===== src/rtl/mem_port_arbiter_pkg.sv =====
// Shared types for the memory-port arbiter: requester IDs and the downstream command word.
package mem_arb_pkg;

    localparam int unsigned MEM_ADDR_W = 32;
    localparam int unsigned MEM_DATA_W = 128;
    localparam int unsigned MEM_STRB_W = MEM_DATA_W / 8;

    typedef enum logic [1:0] {
        ReqNone,
        ReqProg,
        ReqIcache,
        ReqDcache
    } req_id_t;

    typedef struct packed {
        logic                  we;
        logic [MEM_ADDR_W-1:0] addr;
        logic [MEM_DATA_W-1:0] wdata;
        logic [MEM_STRB_W-1:0] wstrb;
    } mem_cmd_t;

    function automatic logic is_cpu(input req_id_t id);
        return (id == ReqIcache) || (id == ReqDcache);
    endfunction

endpackage


===== src/rtl/mem_port_arbiter_sync_fifo.sv =====
// Synchronous FIFO; a push into a full FIFO is accepted only when a pop frees a slot that cycle.
module sync_fifo #(
    parameter int unsigned WIDTH = 8,
    parameter int unsigned DEPTH = 2
) (
    input  logic                         clk,
    input  logic                         rst_n,
    input  logic                         i_push,
    input  logic                         i_pop,
    input  logic [WIDTH-1:0]             i_wdata,
    output logic [WIDTH-1:0]             o_rdata,
    output logic                         o_full,
    output logic                         o_empty,
    output logic [$clog2(DEPTH+1)-1:0]   o_count
);

    localparam int unsigned PTR_W = (DEPTH > 1) ? $clog2(DEPTH) : 1;
    localparam int unsigned CNT_W = $clog2(DEPTH + 1);

    logic [WIDTH-1:0] r_mem [DEPTH];
    logic [PTR_W-1:0] r_wr_ptr;
    logic [PTR_W-1:0] r_rd_ptr;
    logic [CNT_W-1:0] r_count;
    logic             w_do_push;
    logic             w_do_pop;

    function automatic logic [PTR_W-1:0] next_ptr(input logic [PTR_W-1:0] p);
        return (p == PTR_W'(DEPTH - 1)) ? '0 : p + 1'b1;
    endfunction

    assign o_empty   = (r_count == '0);
    assign o_full    = (r_count == CNT_W'(DEPTH));
    assign o_count   = r_count;
    assign o_rdata   = r_mem[r_rd_ptr];
    assign w_do_pop  = i_pop && !o_empty;
    assign w_do_push = i_push && (!o_full || w_do_pop);

    always_ff @(posedge clk) begin
        if (!rst_n) begin
            r_wr_ptr <= '0;
            r_rd_ptr <= '0;
            r_count  <= '0;
        end else begin
            if (w_do_push) r_wr_ptr <= next_ptr(r_wr_ptr);
            if (w_do_pop)  r_rd_ptr <= next_ptr(r_rd_ptr);
            if (w_do_push && !w_do_pop)      r_count <= r_count + 1'b1;
            else if (!w_do_push && w_do_pop) r_count <= r_count - 1'b1;
        end
    end

    always_ff @(posedge clk) begin
        if (w_do_push) r_mem[r_wr_ptr] <= i_wdata;
    end

endmodule


===== src/rtl/mem_port_arbiter.sv =====
// Shares one memory port between buffered programmer writes (top priority) and round-robin
// icache/dcache requests; read responses are steered back via an in-order requester-ID queue.
module mem_port_arbiter
    import mem_arb_pkg::*;
#(
    parameter int unsigned PROG_FIFO_DEPTH = 2,
    parameter int unsigned MAX_OUTSTANDING = 4,
    parameter int unsigned ADDR_W          = MEM_ADDR_W,
    parameter int unsigned DATA_W          = MEM_DATA_W
) (
    input  logic                clk,
    input  logic                rst_n,
    input  logic                prog_req_i,
    input  logic [ADDR_W-1:0]   prog_addr_i,
    input  logic [DATA_W-1:0]   prog_wdata_i,
    input  logic [DATA_W/8-1:0] prog_wstrb_i,
    input  logic                prog_lock_i,
    input  logic                ic_req_i,
    input  logic [ADDR_W-1:0]   ic_addr_i,
    output logic                ic_gnt_o,
    output logic                ic_rvalid_o,
    input  logic                dc_req_i,
    input  logic                dc_we_i,
    input  logic [ADDR_W-1:0]   dc_addr_i,
    input  logic [DATA_W-1:0]   dc_wdata_i,
    input  logic [DATA_W/8-1:0] dc_wstrb_i,
    output logic                dc_gnt_o,
    output logic                dc_rvalid_o,
    output logic [DATA_W-1:0]   rdata_o,
    output logic                mem_req_o,
    input  logic                mem_gnt_i,
    output logic                mem_we_o,
    output logic [ADDR_W-1:0]   mem_addr_o,
    output logic [DATA_W-1:0]   mem_wdata_o,
    output logic [DATA_W/8-1:0] mem_wstrb_o,
    input  logic                mem_rvalid_i,
    input  logic [DATA_W-1:0]   mem_rdata_i,
    output logic                prog_overflow_o,
    output logic                resp_err_o
);

    localparam int unsigned ID_CNT_W = $clog2(MAX_OUTSTANDING + 1);

    req_id_t  r_owner;
    req_id_t  w_owner_nxt;
    req_id_t  w_sel;
    req_id_t  w_id_head;
    logic     r_rr_dc;
    logic     w_rr_dc_nxt;
    logic     r_prog_ovf;
    logic     r_resp_err;
    mem_cmd_t w_prog_in;
    mem_cmd_t w_prog_head;
    mem_cmd_t w_cmd;
    logic     w_prog_full;
    logic     w_prog_empty;
    logic     w_prog_pop;
    logic [$clog2(PROG_FIFO_DEPTH+1)-1:0] w_prog_count_unused;
    logic [1:0]          w_id_head_raw;
    logic [ID_CNT_W-1:0] w_id_count;
    logic     w_id_full_unused;
    logic     w_id_empty;
    logic     w_id_push;
    logic     w_id_pop;
    logic     w_id_ok;
    logic     w_ic_elig;
    logic     w_dc_elig;
    logic     w_hs;

    assign w_prog_in = '{we: 1'b1, addr: prog_addr_i, wdata: prog_wdata_i, wstrb: prog_wstrb_i};

    sync_fifo #(
        .WIDTH ($bits(mem_cmd_t)),
        .DEPTH (PROG_FIFO_DEPTH)
    ) u_prog_fifo (
        .clk     (clk),
        .rst_n   (rst_n),
        .i_push  (prog_req_i),
        .i_pop   (w_prog_pop),
        .i_wdata (w_prog_in),
        .o_rdata (w_prog_head),
        .o_full  (w_prog_full),
        .o_empty (w_prog_empty),
        .o_count (w_prog_count_unused)
    );

    sync_fifo #(
        .WIDTH (2),
        .DEPTH (MAX_OUTSTANDING)
    ) u_id_fifo (
        .clk     (clk),
        .rst_n   (rst_n),
        .i_push  (w_id_push),
        .i_pop   (w_id_pop),
        .i_wdata (w_sel),
        .o_rdata (w_id_head_raw),
        .o_full  (w_id_full_unused),
        .o_empty (w_id_empty),
        .o_count (w_id_count)
    );

    assign w_id_head = req_id_t'(w_id_head_raw);
    assign w_id_pop  = rst_n && mem_rvalid_i && !w_id_empty;
    // A response popping this cycle frees an ID slot for a new read in the same cycle.
    assign w_id_ok   = (w_id_count < ID_CNT_W'(MAX_OUTSTANDING)) || w_id_pop;
    assign w_ic_elig = ic_req_i && w_id_ok;
    assign w_dc_elig = dc_req_i && (dc_we_i || w_id_ok);

    always_ff @(posedge clk) begin
        if (!rst_n) begin
            r_owner    <= ReqNone;
            r_rr_dc    <= 1'b0;
            r_prog_ovf <= 1'b0;
            r_resp_err <= 1'b0;
        end else begin
            r_owner <= w_owner_nxt;
            r_rr_dc <= w_rr_dc_nxt;
            if (prog_req_i && w_prog_full && !w_prog_pop) r_prog_ovf <= 1'b1;
            if (mem_rvalid_i && w_id_empty)               r_resp_err <= 1'b1;
        end
    end

    // A stalled request keeps its owner regardless of new priorities or lock.
    always_comb begin
        w_owner_nxt = ReqNone;
        w_rr_dc_nxt = r_rr_dc;
        if (mem_req_o && !mem_gnt_i) w_owner_nxt = w_sel;
        if (w_hs && is_cpu(w_sel))   w_rr_dc_nxt = (w_sel == ReqIcache);
    end

    always_comb begin
        w_sel = ReqNone;
        if (!rst_n) begin
            w_sel = ReqNone;
        end else if (r_owner != ReqNone) begin
            w_sel = r_owner;
        end else if (!w_prog_empty) begin
            w_sel = ReqProg;
        end else if (!prog_lock_i) begin
            if (w_ic_elig && w_dc_elig) w_sel = r_rr_dc ? ReqDcache : ReqIcache;
            else if (w_ic_elig)         w_sel = ReqIcache;
            else if (w_dc_elig)         w_sel = ReqDcache;
        end
    end

    always_comb begin
        w_cmd = '0;
        case (w_sel)
            ReqProg:   w_cmd = w_prog_head;
            ReqIcache: w_cmd.addr = ic_addr_i;
            ReqDcache: w_cmd = '{we: dc_we_i, addr: dc_addr_i, wdata: dc_wdata_i, wstrb: dc_wstrb_i};
            default:   w_cmd = '0;
        endcase
    end

    assign mem_req_o   = (w_sel != ReqNone);
    assign w_hs        = mem_req_o && mem_gnt_i;
    assign w_prog_pop  = w_hs && (w_sel == ReqProg);
    assign w_id_push   = w_hs && ((w_sel == ReqIcache) || ((w_sel == ReqDcache) && !dc_we_i));
    assign mem_we_o    = w_cmd.we;
    assign mem_addr_o  = w_cmd.addr;
    assign mem_wdata_o = w_cmd.wdata;
    assign mem_wstrb_o = w_cmd.wstrb;
    assign ic_gnt_o    = w_hs && (w_sel == ReqIcache);
    assign dc_gnt_o    = w_hs && (w_sel == ReqDcache);
    assign ic_rvalid_o = w_id_pop && (w_id_head == ReqIcache);
    assign dc_rvalid_o = w_id_pop && (w_id_head == ReqDcache);
    assign rdata_o     = mem_rdata_i;
    assign prog_overflow_o = r_prog_ovf;
    assign resp_err_o      = r_resp_err;

endmodule


===== config.mk =====
export PLATFORM = sky130hd
export DESIGN_NAME = mem_port_arbiter
export DESIGN_NICKNAME = d
export VERILOG_FILES = /design/src/rtl/mem_port_arbiter_pkg.sv /design/src/rtl/mem_port_arbiter_sync_fifo.sv /design/src/rtl/mem_port_arbiter.sv
export SDC_FILE = /design/constraint.sdc
export NUM_CORES = 1
export LEC_CHECK = 0
export BUFFER_PORTS_ARGS = -buffer_cell sky130_fd_sc_hd__buf_2
export CAP_MARGIN = 20
export CORE_AREA = 2 2 321 323
export CTS_BUF_LIST = sky130_fd_sc_hd__clkbuf_16
export DETAILED_ROUTE_END_ITERATION = 8
export DIE_AREA = 0 0 323 325
export GPL_TIMING_DRIVEN = 0
export PLACE_DENSITY_LB_ADDON = 0.2
export SYNTH_ARGS = -nofsm -noshare
export SYNTH_HDL_FRONTEND = slang
export SYNTH_SLANG_ARGS = --single-unit

===== constraint.sdc =====
create_clock -name clk -period 18.65 [get_ports clk]
set_input_delay 5.595 -clock clk [delete_from_list [all_inputs] [get_ports clk]]
set_output_delay 5.595 -clock clk [all_outputs]
set_load 0.02 [all_outputs]

==> impl_metrics.toml <==
[routing]
vias = 13413
drc = 0
detail_route.wl_per_cell_um = 20.8
firstDrtPassIters = 5
antenna_left = 0
drt-initial-drc-count = 538
routed_wl_mm = 71.7
viasPerCell = 3.89

[yosys]
muxShareOfSynthArea = 0.126
synth_adder_area_share = 0.00619
synth_area_leaders = "edfxtp_1 62%, mux2i_1 10%, a211oi_1 6.3%"
synth_cell_types = 48
synth_edf_count = 360
synthCells = 1261
yosysSeqAreaShare = 0.643
synth_nets = 1790
synth_compound_area_frac = 0.0866
yosys_warnings = 0
syn_area_per_cell_um2 = 13.8
synth_top_family_by_area = "multiplexers"
synth-simple-area-share = 0.0535
synth_area_um2 = 17400
synth_area_leader_cell = "edfxtp_1"
ys_ff_latch = 379
synth_top_area_frac = 0.622
synthXorXnorAreaFrac = 0.00252
ys_dominant_reg_cell = "edfxtp_1"
async_reset_ff_frac = 0

[clock_tree]
cts_buffer_depth = 3
clk_latency_ns = 0.60
clkTransAtPathRegs_ns = 0.06
cts.sinks = 379
h-tree-depth = 2
cts_resized = 0
cts_tree = "done"
ctsHoldBuffers = 0
cts_root_buf = "clkbuf_16"
cts_made_buffers = 46
post_cts_buffers = 0

[power]
irDropWorstVdd_mv = 0.0738
power_mw = 3.39
p_per_area_nw_per_um2 = 138
p_leak_nw = 9.86

[placement]
gp_congestion = 0.853
dpl.hpwl_mm = 57.3
pre_cts_slack_ns = 4.68
port_buffers = 703
dp.cells = 3354
placed_cell_area_um2 = 23100

[sta]
finalWorstSetupSlack_ns = 4.83
fin_crit_sh = 0.741
slew_viol_final = 0
fmax_ghz = 0.0723
final.min_clock_period_ns = 13.82
hold_slack_ns = 0.475
setup_viol = 0
relSlewSlack = 0.337
hold_violations = 0
rsz0062_at_grt = "false"
setup_tns_ns = 0
clock_skew_ns = 0.0155
worstMarginPinSlew_ns = 0.994

[layout]
final_common_cell = "buf_2"
final_area_um2 = 24600
post-route-util = 0.243
final_cell_mix = "738 x buf_2, 360 x edfxtp_1, 180 x mux2i_1"
drive_gt1_frac = 0.487
finalNetCount = 2563
syn2layout_area_growth_pct = 41.4
final_cells = 3451

[worst_setup_path]
path_cells = "buf_2 > a21boi_2 > nand2b_1 > a211o_1 > nand2_1 > buf_4 > buf_2 > nor2_1 > buf_2"
required_ns = 13.05
r2r-start = "u_id_fifo.o_count[2]$_SDFFE_PN0P_"
arrival_ns = 8.23
worst-setup-path-type = "in2out"
worst_path_largest_cell_delay_ns = 0.52
cp-start-kind = "input pin"
slowest_stage = "nand2_1"
cpMostUsedCell = "buf_2"
cp_max_fo = 10
end_kind = "primary output"
worstSetupStartpoint = "mem_rvalid_i"

[hold_path]
hp-start = "prog_overflow_o$_SDFFE_PN0P_"
hold_class = "reg2reg"

[flow_run]
max_cap_viol_count = 0

[outcome]
outcome = "finished, final reports clean"

[floorplanning]
row_count = 117
die_w_um = 323
start_util = 0.172
core_area_um2 = 101000
io_pins = 833
dieArea_um2 = 105000
die_h_um = 325

[global_routing]
antenna_found_initial = 21
grt_pass1_wl_mm = 97.5
grt_use_total = 0.130
grt_max_degree = 29
grt_pass1_vias = 14197
grt.overflow.total = 0
[metal layers]
metal	track usage	routed length [um]	vias to the layer above
met5	0	131	-
met4	0.0788	4340	22
met3	0.0351	4960	148
met2	0.238	37000	563
met1	0.130	25200	6461
li1	-	-	6219
[cell usage after synthesis, types with 2 or more instances]
cell type / number
nand2b_1: 4
nor2_1: 152
nor2b_1: 3
o21ai_0: 3
o22ai_1: 32
inv_1: 11
buf_6: 3
mux2_2: 32
and2_1: 8
clkbuf_1: 31
buf_4: 137
nor3_1: 6
o21a_1: 4
or3_1: 2
dfxtp_1: 19
mux2i_1: 180
a41oi_1: 2
a2111oi_0: 2
ha_1: 7
nand3_1: 4
a21boi_0: 3
buf_1: 9
xor2_1: 2
edfxtp_1: 360
xnor2_1: 3
nand2_1: 41
a211o_1: 2
buf_2: 35
a211oi_1: 145
[registers in the layout (all words and copies together) (netlist names), named ones only]
signal and count:
resp_err_o 1, u_id_fifo.r_rd_ptr 2, u_id_fifo.r_mem 8, u_prog_fifo.r_rd_ptr 1
r_owner 2, r_rr_dc 1, u_prog_fifo.r_wr_ptr 1, u_prog_fifo.r_mem 352
u_id_fifo.o_count 3, u_prog_fifo.o_count 2, u_id_fifo.r_wr_ptr 2, prog_overflow_o 1
[power by group]
| part | internal, mW | total [mW] | switching (mW) |
|---|---|---|---|
| clock network | 0.499 | 0.861 | 0.363 |
| logic | 0.468 | 1.37 | 0.904 |
| registers | 1.12 | 1.16 | 0.0401 |
[final cells by class]
cell class                      instances  area [um2]
Multi-Input combinational cell        656        4790
Tap cell                             1368        1710
Sequential cell                       379       11200
Antenna cell                           13        32.5
Inverter                               11        41.3
Fill cell                           10919       76700
Buffer                                215        1390
Clock buffer                           47        1180
Clock inverter                         37         267
Timing Repair Buffer                  725        3990
[critical path, delay by kind of cell]
kind	cells	cell delay (ns)
simple gates	3	0.81
buf+inv	4	1.14
compound gates	2	0.65
[kinds of logic (layout without fill, tap and decap cells)]
| group | count (synthesis) | in the layout |
|---|---|---|
| simple gates | 226 | 226 |
| xor+xnor | 5 | 5 |
| compound gates | 204 | 204 |
| fa+ha+maj | 8 | 8 |
| flops | 379 | 379 |
| buf+inv | 226 | 1035 |
| other cells | 0 | 13 |
| mux | 213 | 213 |
[path summary, 6_finish.rpt]
path | endpoint | slack, ns | depth (start not counted)
max | mem_we_o | 4.83 | 9
min | prog_overflow_o$_SDFFE_PN0P_ | 0.48 | 1
max reg2reg | u_prog_fifo.r_mem[0][101]$_DFFE_PP_ | 14.58 | 12
min reg2reg | prog_overflow_o$_SDFFE_PN0P_ | 0.48 | 1
Note: power is estimated with default switching activity, not from simulation.
